`src/rtl/fwd_hazard_sb.sv`:
```
// Operand forwarding, load-use and long-latency scoreboard hazard unit; optional stall counter under FWD_HAZARD_PERF_EN.
// Latency: fwd_sel/stall combinational (0 cycles); pending updates 1 cycle after iss_en/ret_en.
// Backpressure: stall holds IF/ID and bubbles ID/EX; iss_en is never gated here, upstream must honour stall.
module fwd_hazard_sb #(
    parameter int NREAD  = 2,
    parameter int NSTAGE = 2,
    parameter int RW     = 5,
    parameter int SW     = $clog2(NSTAGE + 1),
    localparam int NREG  = 2 ** RW
) (
    input  logic                 CLK,
    input  logic                 nRST,
    input  logic [NREAD-1:0]     rd_en,
    input  logic [NREAD*RW-1:0]  rsel,
    input  logic [NSTAGE-1:0]    st_wen,
    input  logic [NSTAGE*RW-1:0] st_wsel,
    input  logic [NSTAGE-1:0]    st_rdy,
    input  logic                 iss_en,
    input  logic [RW-1:0]        iss_wsel,
    input  logic                 ret_en,
    input  logic [RW-1:0]        ret_wsel,
    output logic [NREAD*SW-1:0]  fwd_sel,
    output logic                 stall,
    output logic [NREG-1:0]      pending,
    output logic [31:0]          stall_cnt
);

    logic [NREG-1:0] r_pending;
    logic [NREG-1:0] w_pending_nxt;
    logic [NREG-1:0] w_iss_mask;
    logic [NREG-1:0] w_ret_mask;
    logic            w_stall_ld;
    logic            w_stall_sb;
    logic            w_stall_waw;

    // Per operand: youngest matching stage wins; flag load-use and scoreboard hazards.
    always_comb begin
        logic [RW-1:0] w_idx;
        logic [SW-1:0] w_sel;
        logic          w_hit;
        logic          w_hit_rdy;
        fwd_sel    = '0;
        w_stall_ld = 1'b0;
        w_stall_sb = 1'b0;
        for (int k = 0; k < NREAD; k++) begin
            w_idx     = rsel[k*RW +: RW];
            w_sel     = '0;
            w_hit     = 1'b0;
            w_hit_rdy = 1'b0;
            // Walk oldest to youngest so the lowest-numbered match is the last one written.
            for (int s = NSTAGE - 1; s >= 0; s--) begin
                if (rd_en[k] && st_wen[s] && (st_wsel[s*RW +: RW] == w_idx) && (w_idx != '0)) begin
                    w_sel     = SW'(s + 1);
                    w_hit     = 1'b1;
                    w_hit_rdy = st_rdy[s];
                end
            end
            fwd_sel[k*SW +: SW] = w_sel;
            if (w_hit && !w_hit_rdy) begin
                w_stall_ld = 1'b1;
            end
            // A ready in-pipe producer supersedes the in-flight scoreboard entry.
            if (rd_en[k] && r_pending[w_idx] && !(w_hit && w_hit_rdy)) begin
                w_stall_sb = 1'b1;
            end
        end
    end

    // WAW on an in-flight destination, unless that destination retires this same cycle.
    always_comb begin
        w_stall_waw = iss_en && r_pending[iss_wsel] && !(ret_en && (ret_wsel == iss_wsel));
        stall       = w_stall_ld || w_stall_sb || w_stall_waw;
    end

    // Next scoreboard state: clear retires, then set issues so a same-index set wins; r0 never set.
    always_comb begin
        w_iss_mask = '0;
        w_ret_mask = '0;
        if (iss_en && (iss_wsel != '0)) begin
            w_iss_mask[iss_wsel] = 1'b1;
        end
        if (ret_en) begin
            w_ret_mask[ret_wsel] = 1'b1;
        end
        w_pending_nxt = (r_pending & ~w_ret_mask) | w_iss_mask;
    end

    // Scoreboard register; reset drops every in-flight op.
    always_ff @(posedge CLK or negedge nRST) begin
        if (!nRST) begin
            r_pending <= '0;
        end else begin
            r_pending <= w_pending_nxt;
        end
    end

    assign pending = r_pending;

`ifdef FWD_HAZARD_PERF_EN
    logic [31:0] r_stall_cnt;

    // Saturating count of edges at which the pipe was stalled.
    always_ff @(posedge CLK or negedge nRST) begin
        if (!nRST) begin
            r_stall_cnt <= '0;
        end else if (stall && (r_stall_cnt != 32'hFFFF_FFFF)) begin
            r_stall_cnt <= r_stall_cnt + 32'd1;
        end
    end

    assign stall_cnt = r_stall_cnt;
`else
    assign stall_cnt = 32'h0;
`endif

endmodule

```
`config.mk`:
```
export PLATFORM = sky130hd
export DESIGN_NAME = fwd_hazard_sb
export DESIGN_NICKNAME = d
export VERILOG_FILES = /design/src/rtl/fwd_hazard_sb.sv
export SDC_FILE = /design/constraint.sdc
export NUM_CORES = 1
export LEC_CHECK = 0
export ABC_AREA = 1
export CORE_AREA = 10 10 93 95
export CTS_CLUSTER_DIAMETER = 100
export DETAILED_ROUTE_END_ITERATION = 12
export DIE_AREA = 0 0 103 105
export PLACE_DENSITY = 0.82
export REMOVE_ABC_BUFFERS = 1
export SETUP_SLACK_MARGIN = 0.02
export SYNTH_ARGS = -nofsm -noshare
export SYNTH_HDL_FRONTEND = slang
export SYNTH_SLANG_ARGS = --single-unit
```
`constraint.sdc`:
```
create_clock -name CLK -period 1.5 [get_ports CLK]
set_input_delay 0.225 -clock CLK [delete_from_list [all_inputs] [get_ports CLK]]
set_output_delay 0.225 -clock CLK [all_outputs]
set_load 0.005 [all_outputs]
```
; After elaboration in Yosys (flattened, before gate mapping)
; Cells that the tools add are included.
[op_classes]
addsub = 0
n_mul = 0
div = 0
order_cmp = 6
eq_ne = 5
n_shift = 0
muxes = 28
n_bitwise = 3
reduce_logical = 36
[op_table]
columns = op, n
row1 = $mux W32, 2
row2 = $and A32 B32 Y32, 1
row3 = $not A32 Y32, 1
row4 = $or A32 B32 Y32, 1
row5 = $logic_and A1 B1 Y1, 26
row6 = $eq A5 B5 Y1, 5
row7 = $lt A5 B6 Y1 const B, 4
row8 = $mux W1, 17
row9 = $bmux W1 S5, 3
row10 = $reduce_bool A5 Y1, 3
row11 = $demux W1 S5, 2
row12 = $ge A5 B1 Y1 const B, 2
row13 = $mux W2, 4
row14 = $logic_not A1 Y1, 5
row15 = $logic_or A1 B1 Y1, 2
[totals]
ff_bits = 32
latch_bits = 0
mem_bits_rw = 0
rom_bits = 0
out_inout_bits = 69
memories = 0

; Depth between registers and ports, before layout
[depth]
ltp_word = 12
mapped_depth = 13
mapped_depth_nobuf = 11

; Least setup slack after synthesis
; No wires, ideal clock.
[synth_path]
kind = input port to output port
startpoint = input rsel[1]
endpoint = output stall
arrival_time_ns = 1.106
t_required_ns = 1.275
path_slack_ns = 0.169
stages = 11
cell_sequence = buf_6 -> inv_4 -> buf_6 -> a21oi_2 -> nand2_2 -> nor2_4 -> inv_1 -> nand2_1 -> nand2_1 -> nand2_1 -> nand3_1
[synth_via]
elab_chain_cells = 12
elab_cells_between_ends = 25
[synth_lines]
columns = element, line_no
row1 = start: declaration, 14  ; input logic [NREAD*RW-1:0] rsel,
row2 = $eq A5 B5 Y1, 52  ; if (rd_en[k] && st_wen[s] && (st_wsel[s*RW +: RW] == w_idx) && (w_idx != '0)) begin
row3 = $logic_and A1 B1 Y1 (2 in series), 52
row4 = $mux W1 (2 in series), 52
row5 = $logic_and A1 B1 Y1, 63  ; if (rd_en[k] && r_pending[w_idx] && !(w_hit && w_hit_rdy)) begin
row6 = $logic_not A1 Y1, 63
row7 = $logic_and A1 B1 Y1, 63
row8 = $mux W1 (2 in series), 63
row9 = $logic_or A1 B1 Y1 * (2 in series), 72  ; stall = w_stall_ld || w_stall_sb || w_stall_waw;
row10 = end: declaration, 23  ; output logic stall,
; Mark *: on every way between the ends. The rest lies on a longest branch, timed or not. The select of a mux whose other input is x is not followed.

; Final worst setup path
[layout_path]
startpoint = register r_pending[16] (netlist: pending[16])
endpoint = output stall
[layout_via]
elab_chain_cells = 8
elab_cells_between_ends = 16
[layout_lines]
columns = element, line_no
row1 = start: declaration, 28  ; logic [NREG-1:0] r_pending;
row2 = start signal: assignment, 93  ; r_pending <= w_pending_nxt;
row3 = $bmux W1 S5, 63
row4 = $mux W1 (not written as such), 63
row5 = $logic_and A1 B1 Y1 (2 in series), 63
row6 = $mux W1 (2 in series), 63
row7 = $logic_or A1 B1 Y1, 72
row8 = $logic_or A1 B1 Y1 *, 72
; Marked as above.

==> flow_summary.ini <==
[synth]
synth_warnings = 0
synth-main-ff-cell = dfrtp_1
synth_area_um2 = 3030
synth.top_cells.by_area = dfrtp_1, nand2_1, nand3_1
syn_area_per_cell_um2 = 6.43
yosys.cell_count.top_type = nand2_1
ys_seq_area_share_pct = 26.5
synth-seq-cells = 32
synthDistinctLibCells = 33
async_flop_share_pct = 100
synth_area_leader_cell = dfrtp_1
synth_edf_count = 0
yosys-top-cells-count = nand2_1, nand3_1, o21ai_0
synthCells = 471
synth_top_area_share_pct = 26.5

[timing]
setup_ws_ns = -0.426
setup_viol = 2
hold_viol_final = 0
min_period_over_period_pct = 128
fin_crit_ns = 1.93
fin_hold_ws_ns = 0.327
rsz0062_at_grt = true
fmax_mhz = 519
slew_violations = 0
finalClockSkew_ns = 0

[cells_and_area]
finalNetCount = 717
register_area_um2 = 822
largest_register_ffs = 32
post-route-util_pct = 75.6
drive_above_1_share_pct = 41.6
syn_to_final_growth_pct = 68.8
antenna_cells = 0
fill_cells = 492
multi_input_area_um2 = 2060
layout.cells.non_filler = 758

[grt]
grt_pass1_wl_um = 20800
grt_overflow = 0
grt_pass1_vias = 4207
grt_max_degree = 33
antenna_found_initial = 0
gr-usage-all-layers_pct = 23.6

[floorplan]
initial_utilization_pct = 44.8
ios = 109
fp.dieW_um = 103
core_area_um2 = 6760
row_count = 30
dieHeight_um = 105
die-area_um2 = 10800

[route]
wl_um = 14300
drt-initial-drc-count = 367
drt_first_pass_iters = 6
wl_met3_um = 1750
postRouteAntennaNets = 0
wl_met2_um = 6720
route.layer.met1.wl_um = 4940
drcViolationCount = 0
top_layer_used = met4
routedWlPerCell_um = 18.9
vias_per_cell = 5.86
vias = 4445

[clocking]
hold_buffers = 0
cts_buffer_depth = 2
clkLatencyLatePin_ns = 0.29
clk_pin_slew_ns = 0.08
cts_tree = yes
clkSinkCount = 32
numCtsBuffers = 5
htree_levels = 2
root_buffer = clkbuf_8

[power]
total_power_mw = 4.50
p_leak_nw = 2.52
vdd_drop_max_mv = 1.04
power.density_nw_per_um2 = 881

[critical_path]
crit_type = flip-flop to output pin
cp_top_family = simple AND/OR/NAND/NOR gates
critical_path_arrival_ns = 1.70
cp_num_buf_inv = 1
cp-end-kind = output pin
critPathMaxFanout = 5
cp_slowest_cell = dfrtp_1
crit_top_cell = nand2_1
path_cells = a22oi_1 -> nand2_1 -> nand2_1 -> nand2_1 -> nor2_1 -> nand2_1 -> nand3_2 -> nand3_2 -> buf_2
cpPeakStageDelay_ns = 0.44
worst_ep_required_time_ns = 1.27
cp-start-kind = flip-flop

[placement]
finalWeightedCongestion = 0.981
dp_slack_ns = -1.04
dpl.cell_count = 706
dp_hpwl_um = 9700
io_buffers = 76

[flow_run]
drv_cap = 0

[worst_hold_path]
hold_path_class = input port to asynchronous set/reset pin

[outcome]
violations = negative setup slack
status = finished with violations
-- cell type report --
class                   instances  share of cell area [%]
multi-input cells             381                    40.4
repair buffers                214                    35.1
flip-flops and latches         32                    16.1
inverters                      43                    3.99
well taps                      80                    1.96
clock buffers                   7                    1.89
clock inverters                 1                   0.588
-- power by group --
part,switching [mW],internal (mW)
sequential,0.346,1.08
combinational,0.992,1.15
clock,0.344,0.586
-- layout by cell type, fill, tap and decap left out, types with 2 or more instances in the layout --
| master | n |
|---|---|
| a21oi_1 | 5 |
| a21oi_2 | 2 |
| a22oi_1 | 5 |
| a22oi_2 | 11 |
| buf_12 | 3 |
| buf_2 | 12 |
| buf_4 | 122 |
| buf_6 | 25 |
| clkbuf_2 | 7 |
| clkbuf_8 | 7 |
| clkdlybuf4s15_1 | 12 |
| clkdlybuf4s15_2 | 3 |
| clkdlybuf4s50_1 | 10 |
| conb_1 | 32 |
| dfrtp_1 | 15 |
| dfrtp_2 | 17 |
| dlygate4sd2_1 | 18 |
| inv_1 | 23 |
| inv_2 | 11 |
| inv_4 | 3 |
| inv_6 | 4 |
| inv_8 | 2 |
| nand2_1 | 126 |
| nand2_2 | 12 |
| nand2_4 | 2 |
| nand3_1 | 63 |
| nand3_2 | 7 |
| nand4_1 | 3 |
| nor2_1 | 9 |
| nor2_2 | 3 |
| nor2_4 | 4 |
| nor3_2 | 12 |
| nor3_4 | 2 |
| o211ai_1 | 3 |
| o21ai_0 | 64 |
| o21ai_1 | 2 |
| o22ai_1 | 4 |
| o22ai_2 | 2 |
-- path summary, 6_finish.rpt --
check | cells past startpoint | slack [ns] | start | to
max in group asynchronous | 2 | 0.84 | nRST | pending[31]$_DFF_PN0_
min in group CLK | 5 | 0.58 | iss_wsel[2] | pending[18]$_DFF_PN0_
worst min register to register | 2 | 0.62 | pending[2]$_DFF_PN0_ | pending[2]$_DFF_PN0_
worst min-delay path | 2 | 0.33 | nRST | pending[18]$_DFF_PN0_
worst max-delay path | 9 | -0.43 | pending[16]$_DFF_PN0_ | stall
worst max register to register | 5 | 0.34 | pending[11]$_DFF_PN0_ | pending[11]$_DFF_PN0_
-- timing repair --
| item | CTS | global route |
|---|---|---|
| gates cloned | 0 | 0 |
| resized for setup | 214 | 110 |
| pin swaps | 30 | 31 |
| endpoints found under the setup margin | 38 | 27 |
| setup buffers | 39 | 6 |
-- per-stage QoR --
step / area (um2) / TNS [ns]
after floorplan: 2770 / 0
after global placement: 4370 / -7.84
after detailed placement: 4370 / -9.71
after CTS: 4840 / -0.331
after global routing: 5110 / -0.631
final: 5110 / -0.464
-- cell families after synthesis --
logic type      Yosys count  synth area share [%]
simple gates            246                  36.1
buf+inv                  89                  17.8
flops                    32                  26.5
compound gates          102                  19.3
other cells               1                 0.124
xor+xnor                  1                 0.289
-- per-layer routing --
| metal | up-vias | track usage (%) |
|---|---|---|
| li1 | 1958 | - |
| met1 | 2008 | 26.5 |
| met2 | 374 | 40.3 |
| met3 | 105 | 5.53 |
| met4 | 0 | 11.2 |
| met5 | - | 0 |
-- worst reg2reg max path, delay by kind of cell (launching register included) --
family / cells / cell delay, ns
flip-flops: 1 / 0.45
buffers and inverters: 3 / 0.39
AO/OA/AOI/OAI: 2 / 0.18
(Power assumes the default switching activity.)
